<file path="config.mk">
export PLATFORM = sky130hd
export DESIGN_NAME = pll_reset_sequencer
export DESIGN_NICKNAME = d
export VERILOG_FILES = /design/src/rtl/pll_reset_sequencer.sv
export SDC_FILE = /design/constraint.sdc
export NUM_CORES = 1
export LEC_CHECK = 0
export CAP_MARGIN = 15
export CORE_ASPECT_RATIO = 0.7
export CORE_MARGIN = 8
export CORE_UTILIZATION = 45
export CTS_CLUSTER_DIAMETER = 60
export CTS_CLUSTER_SIZE = 28
export DETAILED_ROUTE_END_ITERATION = 8
export GPL_TIMING_DRIVEN = 0
export PLACE_DENSITY = 0.66
export SYNTH_ARGS = -nofsm -noshare
export SYNTH_HDL_FRONTEND = slang
export SYNTH_SLANG_ARGS = --single-unit
</file>
<file path="constraint.sdc">
create_clock -name refclk -period 2.3 [get_ports refclk]
set_input_delay 0.23 -clock refclk [delete_from_list [all_inputs] [get_ports refclk]]
set_output_delay 0.23 -clock refclk [all_outputs]
set_load 0.02 [all_outputs]
</file>
<file path="src/rtl/pll_reset_sequencer.sv">
// Reference-clock sequencer for the system PLL: pulses pll_rst, waits for lock with retries,
// and releases the downstream system reset only after a stable-lock window.
module pll_reset_sequencer #(
    parameter int unsigned RST_PULSE     = 16,
    parameter int unsigned LOCK_TIMEOUT  = 50000,
    parameter int unsigned STABLE_CYCLES = 1024,
    parameter int unsigned MAX_RETRY     = 4,
    parameter int unsigned SYNC_STAGES   = 2
) (
    input  logic       refclk,
    input  logic       rst,
    input  logic       locked,
    input  logic       restart,
    output logic       pll_rst,
    output logic       sys_reset,
    output logic       ready,
    output logic       fail,
    output logic [3:0] retry_cnt,
    output logic [7:0] loss_cnt
);

    localparam int unsigned TMAX_A = (RST_PULSE > LOCK_TIMEOUT) ? RST_PULSE : LOCK_TIMEOUT;
    localparam int unsigned TMAX   = (TMAX_A > STABLE_CYCLES) ? TMAX_A : STABLE_CYCLES;
    localparam int unsigned TW     = (TMAX > 1) ? $clog2(TMAX) : 1;

    localparam logic [TW-1:0] RST_LAST    = TW'(RST_PULSE - 1);
    localparam logic [TW-1:0] LOCK_LAST   = TW'(LOCK_TIMEOUT - 1);
    localparam logic [TW-1:0] STABLE_LAST = TW'(STABLE_CYCLES - 1);
    localparam logic [3:0]    RETRY_LIMIT = 4'(MAX_RETRY);

    localparam logic [2:0] ST_PLLRST = 3'd0;
    localparam logic [2:0] ST_WAIT   = 3'd1;
    localparam logic [2:0] ST_STABLE = 3'd2;
    localparam logic [2:0] ST_RUN    = 3'd3;
    localparam logic [2:0] ST_FAIL   = 3'd4;

    logic [2:0]             state_q, state_d;
    logic [TW-1:0]          timer_q, timer_d;
    logic [3:0]             retry_q, retry_d;
    logic [7:0]             loss_q, loss_d;
    logic [SYNC_STAGES-1:0] sync_q;
    logic                   lock_s;
    logic                   run_next;
    logic                   pll_rst_q, sys_reset_q, ready_q, fail_q;

    assign lock_s = sync_q[SYNC_STAGES-1];

    always_comb begin
        state_d = state_q;
        timer_d = timer_q;
        retry_d = retry_q;
        loss_d  = loss_q;
        if (restart) begin
            state_d = ST_PLLRST;
            timer_d = '0;
            retry_d = '0;
        end else begin
            case (state_q)
                ST_PLLRST: begin
                    if (timer_q == RST_LAST) begin
                        state_d = ST_WAIT;
                        timer_d = '0;
                    end else begin
                        timer_d = timer_q + TW'(1);
                    end
                end
                ST_WAIT: begin
                    if (lock_s) begin
                        state_d = ST_STABLE;
                        timer_d = '0;
                    end else if (timer_q == LOCK_LAST) begin
                        retry_d = retry_q + 4'd1;
                        timer_d = '0;
                        state_d = (retry_d == RETRY_LIMIT) ? ST_FAIL : ST_PLLRST;
                    end else begin
                        timer_d = timer_q + TW'(1);
                    end
                end
                ST_STABLE: begin
                    // A drop here is a glitch, not a timeout: retry count is left alone.
                    if (!lock_s) begin
                        state_d = ST_WAIT;
                        timer_d = '0;
                    end else if (timer_q == STABLE_LAST) begin
                        state_d = ST_RUN;
                        timer_d = '0;
                    end else begin
                        timer_d = timer_q + TW'(1);
                    end
                end
                ST_RUN: begin
                    if (!lock_s) begin
                        state_d = ST_PLLRST;
                        timer_d = '0;
                        retry_d = '0;
                        if (loss_q != 8'hff) begin
                            loss_d = loss_q + 8'd1;
                        end
                    end
                end
                ST_FAIL: begin
                end
                default: begin
                    state_d = ST_PLLRST;
                    timer_d = '0;
                end
            endcase
        end
    end

    // Release only once RUN has been held for a full cycle; any exit drops it on that edge.
    assign run_next = (state_q == ST_RUN) && (state_d == ST_RUN);

    always_ff @(posedge refclk or posedge rst) begin
        if (rst) begin
            state_q     <= ST_PLLRST;
            timer_q     <= '0;
            retry_q     <= '0;
            loss_q      <= '0;
            sync_q      <= '0;
            pll_rst_q   <= 1'b1;
            sys_reset_q <= 1'b1;
            ready_q     <= 1'b0;
            fail_q      <= 1'b0;
        end else begin
            state_q     <= state_d;
            timer_q     <= timer_d;
            retry_q     <= retry_d;
            loss_q      <= loss_d;
            sync_q      <= {sync_q[SYNC_STAGES-2:0], locked};
            pll_rst_q   <= (state_d == ST_PLLRST);
            sys_reset_q <= !run_next;
            ready_q     <= run_next;
            fail_q      <= (state_d == ST_FAIL);
        end
    end

    assign pll_rst   = pll_rst_q;
    assign sys_reset = sys_reset_q;
    assign ready     = ready_q;
    assign fail      = fail_q;
    assign retry_cnt = retry_q;
    assign loss_cnt  = loss_q;

endmodule

</file>
# After elaboration in Yosys (flattened, before gate mapping)

Index checks and enable logic that the tools add are counted.
W data, S select, Z words.

Flip-flop bits (word level): 37
Input port bits: 4
Output and inout bits: 16
Word-level logic and storage cells: 59

$add $sub $neg: 3
Equal/unequal tests: 15
Multiplexer cells: 22
Bitwise logic cells: 2
Reductions and logical operators: 8

Operator list:

| kind                    | number |
|---|---|
| $mux W16                | 7 |
| $pmux W16 S5            | 1 |
| $mux W3                 | 8 |
| $add A16 B1 Y16 const B | 1 |
| $eq A16 B10 Y1 const B  | 1 |
| $eq A16 B16 Y1 const B  | 1 |
| $eq A16 B4 Y1 const B   | 1 |
| $mux W4                 | 4 |
| $pmux W3 S5             | 1 |
| $eq A3 B2 Y1 const B    | 3 |
| $ne A3 B3 Y1 const B    | 3 |
| $add A8 B1 Y8 const B   | 1 |
| $ne A8 B8 Y1 const B    | 1 |
| $pmux W4 S2             | 1 |
| $reduce_and A4 Y1       | 2 |
| $eq A3 B3 Y1 const B    | 2 |
| $logic_not A3 Y1        | 2 |
| $add A4 B1 Y4 const B   | 1 |
| $eq A4 B3 Y1 const B    | 1 |
| $eq A3 B1 Y1 const B    | 1 |
| $reduce_bool A3 Y1      | 1 |
| $ne A2 B2 Y1 const B    | 1 |
| $not A1 Y1              | 2 |
| $reduce_and A2 Y1       | 1 |
| 2 further kinds         | 2 |

# Longest topological paths before layout

Depth in word-level cells: 10
Depth in mapped cells: 7
Mapped depth without buffers: 6

# Least setup slack after synthesis

No wires, ideal clock.

Kind: reg-to-reg
Start: register timer_q[0]
End: register timer_q[10]
Setup time: 137 ps
Arrival: 1,966 ps
Data required time: 2,163 ps
Path slack: 197 ps
Cell stages (with the launch flop): 8
Buffers on the path: 1
Clock period less this slack: 2,103 ps
Cell sequence: dfrtp_1 -> ha_1 -> nand4b_2 -> or3_1 -> o41a_1 -> o31ai_4 -> buf_6 -> a21oi_1

Cells in the longest elaborated chain, start to end: 5
Elaborated cells on any way between the ends: 11
Classes of those cells: add/sub: 1; eq/ne: 3; mux: 7

Ends and longest elaborated chain:

| item                                          | line       | text |
|---|---|---|
| from (decl)                                   | 38         | `logic [TW-1:0] timer_q, timer_d;` |
| from (signal assigned)                        | 127        | `timer_q <= timer_d;` |
| $add A16 B1 Y16, or another cell as far along | 64, 76, 88 |  |
| $mux W16, on equally long branches            | 84, 71     |  |
| $mux W16, on equally long branches            | 81, 68     |  |
| $pmux W16 S5 *                                | 58         | `case (state_q)` |
| $mux W16 *                                    | 53         | `if (restart) begin` |

Every way passes the cells marked *; elsewhere a longest branch is shown, timed or not.
A chain may end at the register's enable or synchronous reset.

# Final worst setup path

Start: register timer_q[11]
End: register timer_q[9]

Cells in the longest elaborated chain, start to end: 5
Elaborated cells on any way between the ends: 10
Classes of those cells: eq/ne: 3; mux: 7

Ends and longest elaborated chain:

| item                                                    | line |
|---|---|
| $eq A16 B10 Y1 / $eq A16 B16 Y1 (equally long branches) | 84, 71 |
| $mux W16, on equally long branches                      | 84, 71 |
| $mux W16, on equally long branches                      | 81, 68 |
| $pmux W16 S5 *                                          | 58 |
| $mux W16 *                                              | 53 |

Marked as above.

==> results.tsv <==
metric	value	unit
GR Layer Usage met3	4.33	%
routed via count	1565	
setup TNS	0	ns
FF+latch area	928	um2
syn nets	204	
synthesis-to-layout area growth	22.0	%
Levels on crit path	6	
vias in the first global route	1461	
post-synth cell types	47	
clk slew on worst S/H paths	0.06	ns
Die Span Y	71.2	um
kind of critical path	reg2reg	
Yosys reg bits	37	
pre-CTS WS	-0.0362	ns
HPWL Detailed	2.98	mm
gpl congestion	0.845	
clock root buffer	clkbuf_8	
antenna cells	0	
TritonCTS clock tree	done	
slew margin rel.	50.4	%
Post-DP Area	2220	um2
Seq/Total Area, Yosys	47.4	%
IO Pins	20	
Cells after Synth	197	
Net count, final	232	
fillers	385	
Critical Path RT	2.45	ns
initial antenna violation count	0	
Worst-Skew Late Latency	0.28	ns
Logic pwr share	4.5	%
pwr/cell area	488	nW/um2
Setup violations, final	0	
DIE WIDTH	94.8	um
Cell Rows	20	
all-layer global routing usage	13.3	%
Core Footprint	4250	um2
post-route setup slack	0.0672	ns
ranking of synthesized cells by area	dfrtp_1 45%, xnor2_1 5.8%, a21oi_1 3.6%, nand4_1 2.9%, dfstp_2 2.7%	
Longest Clk Path Bufs	2	
Design Area, Final	2390	um2
Clock Power Share	38.3	%
Top Usage Layer GRT	met1	
CTS Hold Bufs	0	
Internal	0.000916	W
count of pins over their slew limit	0	
ANT nets after route	0	
number of synthesized flops with an enable pin	0	
grt total ovfl	0	
pin count of the biggest net entering global routing	38	
Peak Freq	448	MHz
Peak VDD IR	0.345	mV
clock sinks	37	
Mapped Avg Cell Area	9.94	um2
worst clock skew	0.00456	ns
met2 GRT Util	17.4	%
Starting Density	46.0	%
MaxCap Viol Count	0	
asr flop ratio synth	100	%
Multi-input gate area	1010	um2
slowest stage delay, CP	0.59	ns
Worst Setup End Kind	flip-flop	
crit path buf inv count	1	
Hold Crit Class	reg2reg	
CP cell instances	or4_4 > o41ai_4 > nor3_1 > o31ai_4 > buf_6 > a21oi_1	
Final Hold Fails	0	
# DRC	0	
routed vias/inst	5.59	
Synth area leader	dfrtp_1	
Post-synth top flop	dfrtp_1	
Worst path slowest cell	or4_4	
Starting DRT DRC Count	90	
wirelength, routed	4.25	mm
drt first pass iters	4	
Synth top area share	44.7	%
CTS buffer count	5	
Synth Warn #	0	
port bufs	19	
Seq pwr share	57.2	%
layout cells sized above 1	13.8	%
CP Launch Type	flip-flop	
Final period util	97.1	%
RSZ-0062 raised after global routing	true	
H-tree levels	2	
Static Leak	1.00	nW
Final Critical Period	2.23	ns
Die ar.	6750	um2
sw frac	21.4	%
GR Util met1	19.7	%
status	finished, final reports clean	
CP arrival	2.38	ns
CP delay by family, top	compound AO/OA/AOI/OAI gates	
Psw	0.000250	W
wire per inst	15.2	um
first-pass GRT wire length	7.16	mm
post-synthesis cell area	1960	um2
Worst-Margin Slew	0.743	ns
peak fanout along the critical path	6	
Worst Hold Depth	0	
Reg2Reg Depth	6	
## power by group through the flow
| stage | sequential [W] | clock [W] | combinational [W] |
|---|---|---|---|
| detailed placement | 0.000676 | 0 | 0.0000424 |
| CTS | 0.000665 | 0.000458 | 0.0000504 |
| global route | 0.000666 | 0.000488 | 0.0000595 |
| floorplan | 0.000674 | 0 | 0.0000278 |
| finish | 0.000666 | 0.000447 | 0.0000525 |
| global placement | 0.000676 | 0 | 0.0000423 |
## cell usage after synthesis, drive strengths merged, types with 4 or more instances
| cell | number |
|---|---|
| xor2 | 5 |
| nor4 | 4 |
| nand3 | 7 |
| o21ai | 9 |
| inv | 11 |
| xnor2 | 13 |
| or4 | 4 |
| and3 | 8 |
| nor3 | 7 |
| nand2 | 12 |
| nand4 | 9 |
| dfrtp | 35 |
| clkbuf | 7 |
| a21oi | 14 |
| nor2 | 10 |
## registers in the layout, indices dropped and copies added (netlist names)
name and cells:
fail 1, loss_cnt 8, pll_rst 1, ready 1, retry_cnt 4, state_q 3, sync_q 2, sys_reset 1
timer_q 16
## per-stage QoR
step	hold WS [ns]	total power (W)	util (%)	std cells
finish	0.358	0.00117	56.2	280
floorplan	0.261	0.000702	-	197
global placement	0.332	0.000718	52.1	271
detailed placement	0.337	0.000719	52.1	271
global route	0.359	0.00121	56.2	280
CTS	0.352	0.00117	55.5	281
## worst paths after layout
path                                    startpoint                 endpoint  slack (ns)
min reg2reg                    sync_q[0]$_DFF_PP0_      sync_q[1]$_DFF_PP0_        0.36
max                        timer_q[11]$_DFFE_PP0P_   timer_q[9]$_DFFE_PP0P_        0.07
min                            sync_q[0]$_DFF_PP0_      sync_q[1]$_DFF_PP0_        0.36
max reg2reg                timer_q[11]$_DFFE_PP0P_   timer_q[9]$_DFFE_PP0P_        0.07
min in group asynchronous                      rst  loss_cnt[6]$_DFFE_PP0P_        0.39
max in group asynchronous                      rst  loss_cnt[1]$_DFFE_PP0P_        1.43
## cell usage in the layout (no fill, tap or decap), types with 2 or more instances in the layout
cell             count
clkbuf_8             6
nor3_1               6
or4_1                3
o21ai_0              8
dfrtp_1             35
nand4b_1             2
xnor2_1             13
clkbuf_1             6
nand3_1              7
a22oi_1              2
nand2b_1             2
nor4_1               3
or2_2                2
o311ai_0             2
and3_1               8
ha_1                 2
clkdlybuf4s50_1     19
buf_6                2
nand4_1              9
xor2_1               5
or3_1                2
or3b_2               2
nor2_1              10
inv_1               10
buf_4                3
dfstp_2              2
a21oi_1             13
nand2_1             12
o22ai_1              2
## area by class of cell
class | count | share of cell area, %
multi-input cells | 140 | 42.1
flip-flops and latches | 37 | 38.8
repair buffers | 23 | 9.37
clock buffers | 7 | 3.61
well taps | 55 | 2.88
inverters | 11 | 1.73
plain buffers | 7 | 1.47
## routing by layer
layer,wire length (um),vias up
li1,-,780
met1,2280,755
met2,1750,24
met3,168,6
met4,51,0
met5,0,-
## timing repair
item,CTS,global route
cloned,1,0
gates resized for setup,6,5
setup endpoints to repair,10,17
pin swaps,1,2
setup buffers,2,1
## cells by family after synthesis
logic type	count (synthesis)	synth area share, %
fa+ha+maj	3	1.92
xor+xnor	18	8.05
flops	37	47.4
buf+inv	20	4.28
compound gates	41	14.6
simple gates	76	22.6
mux	2	1.09
Power figures use the tool's default switching activity.
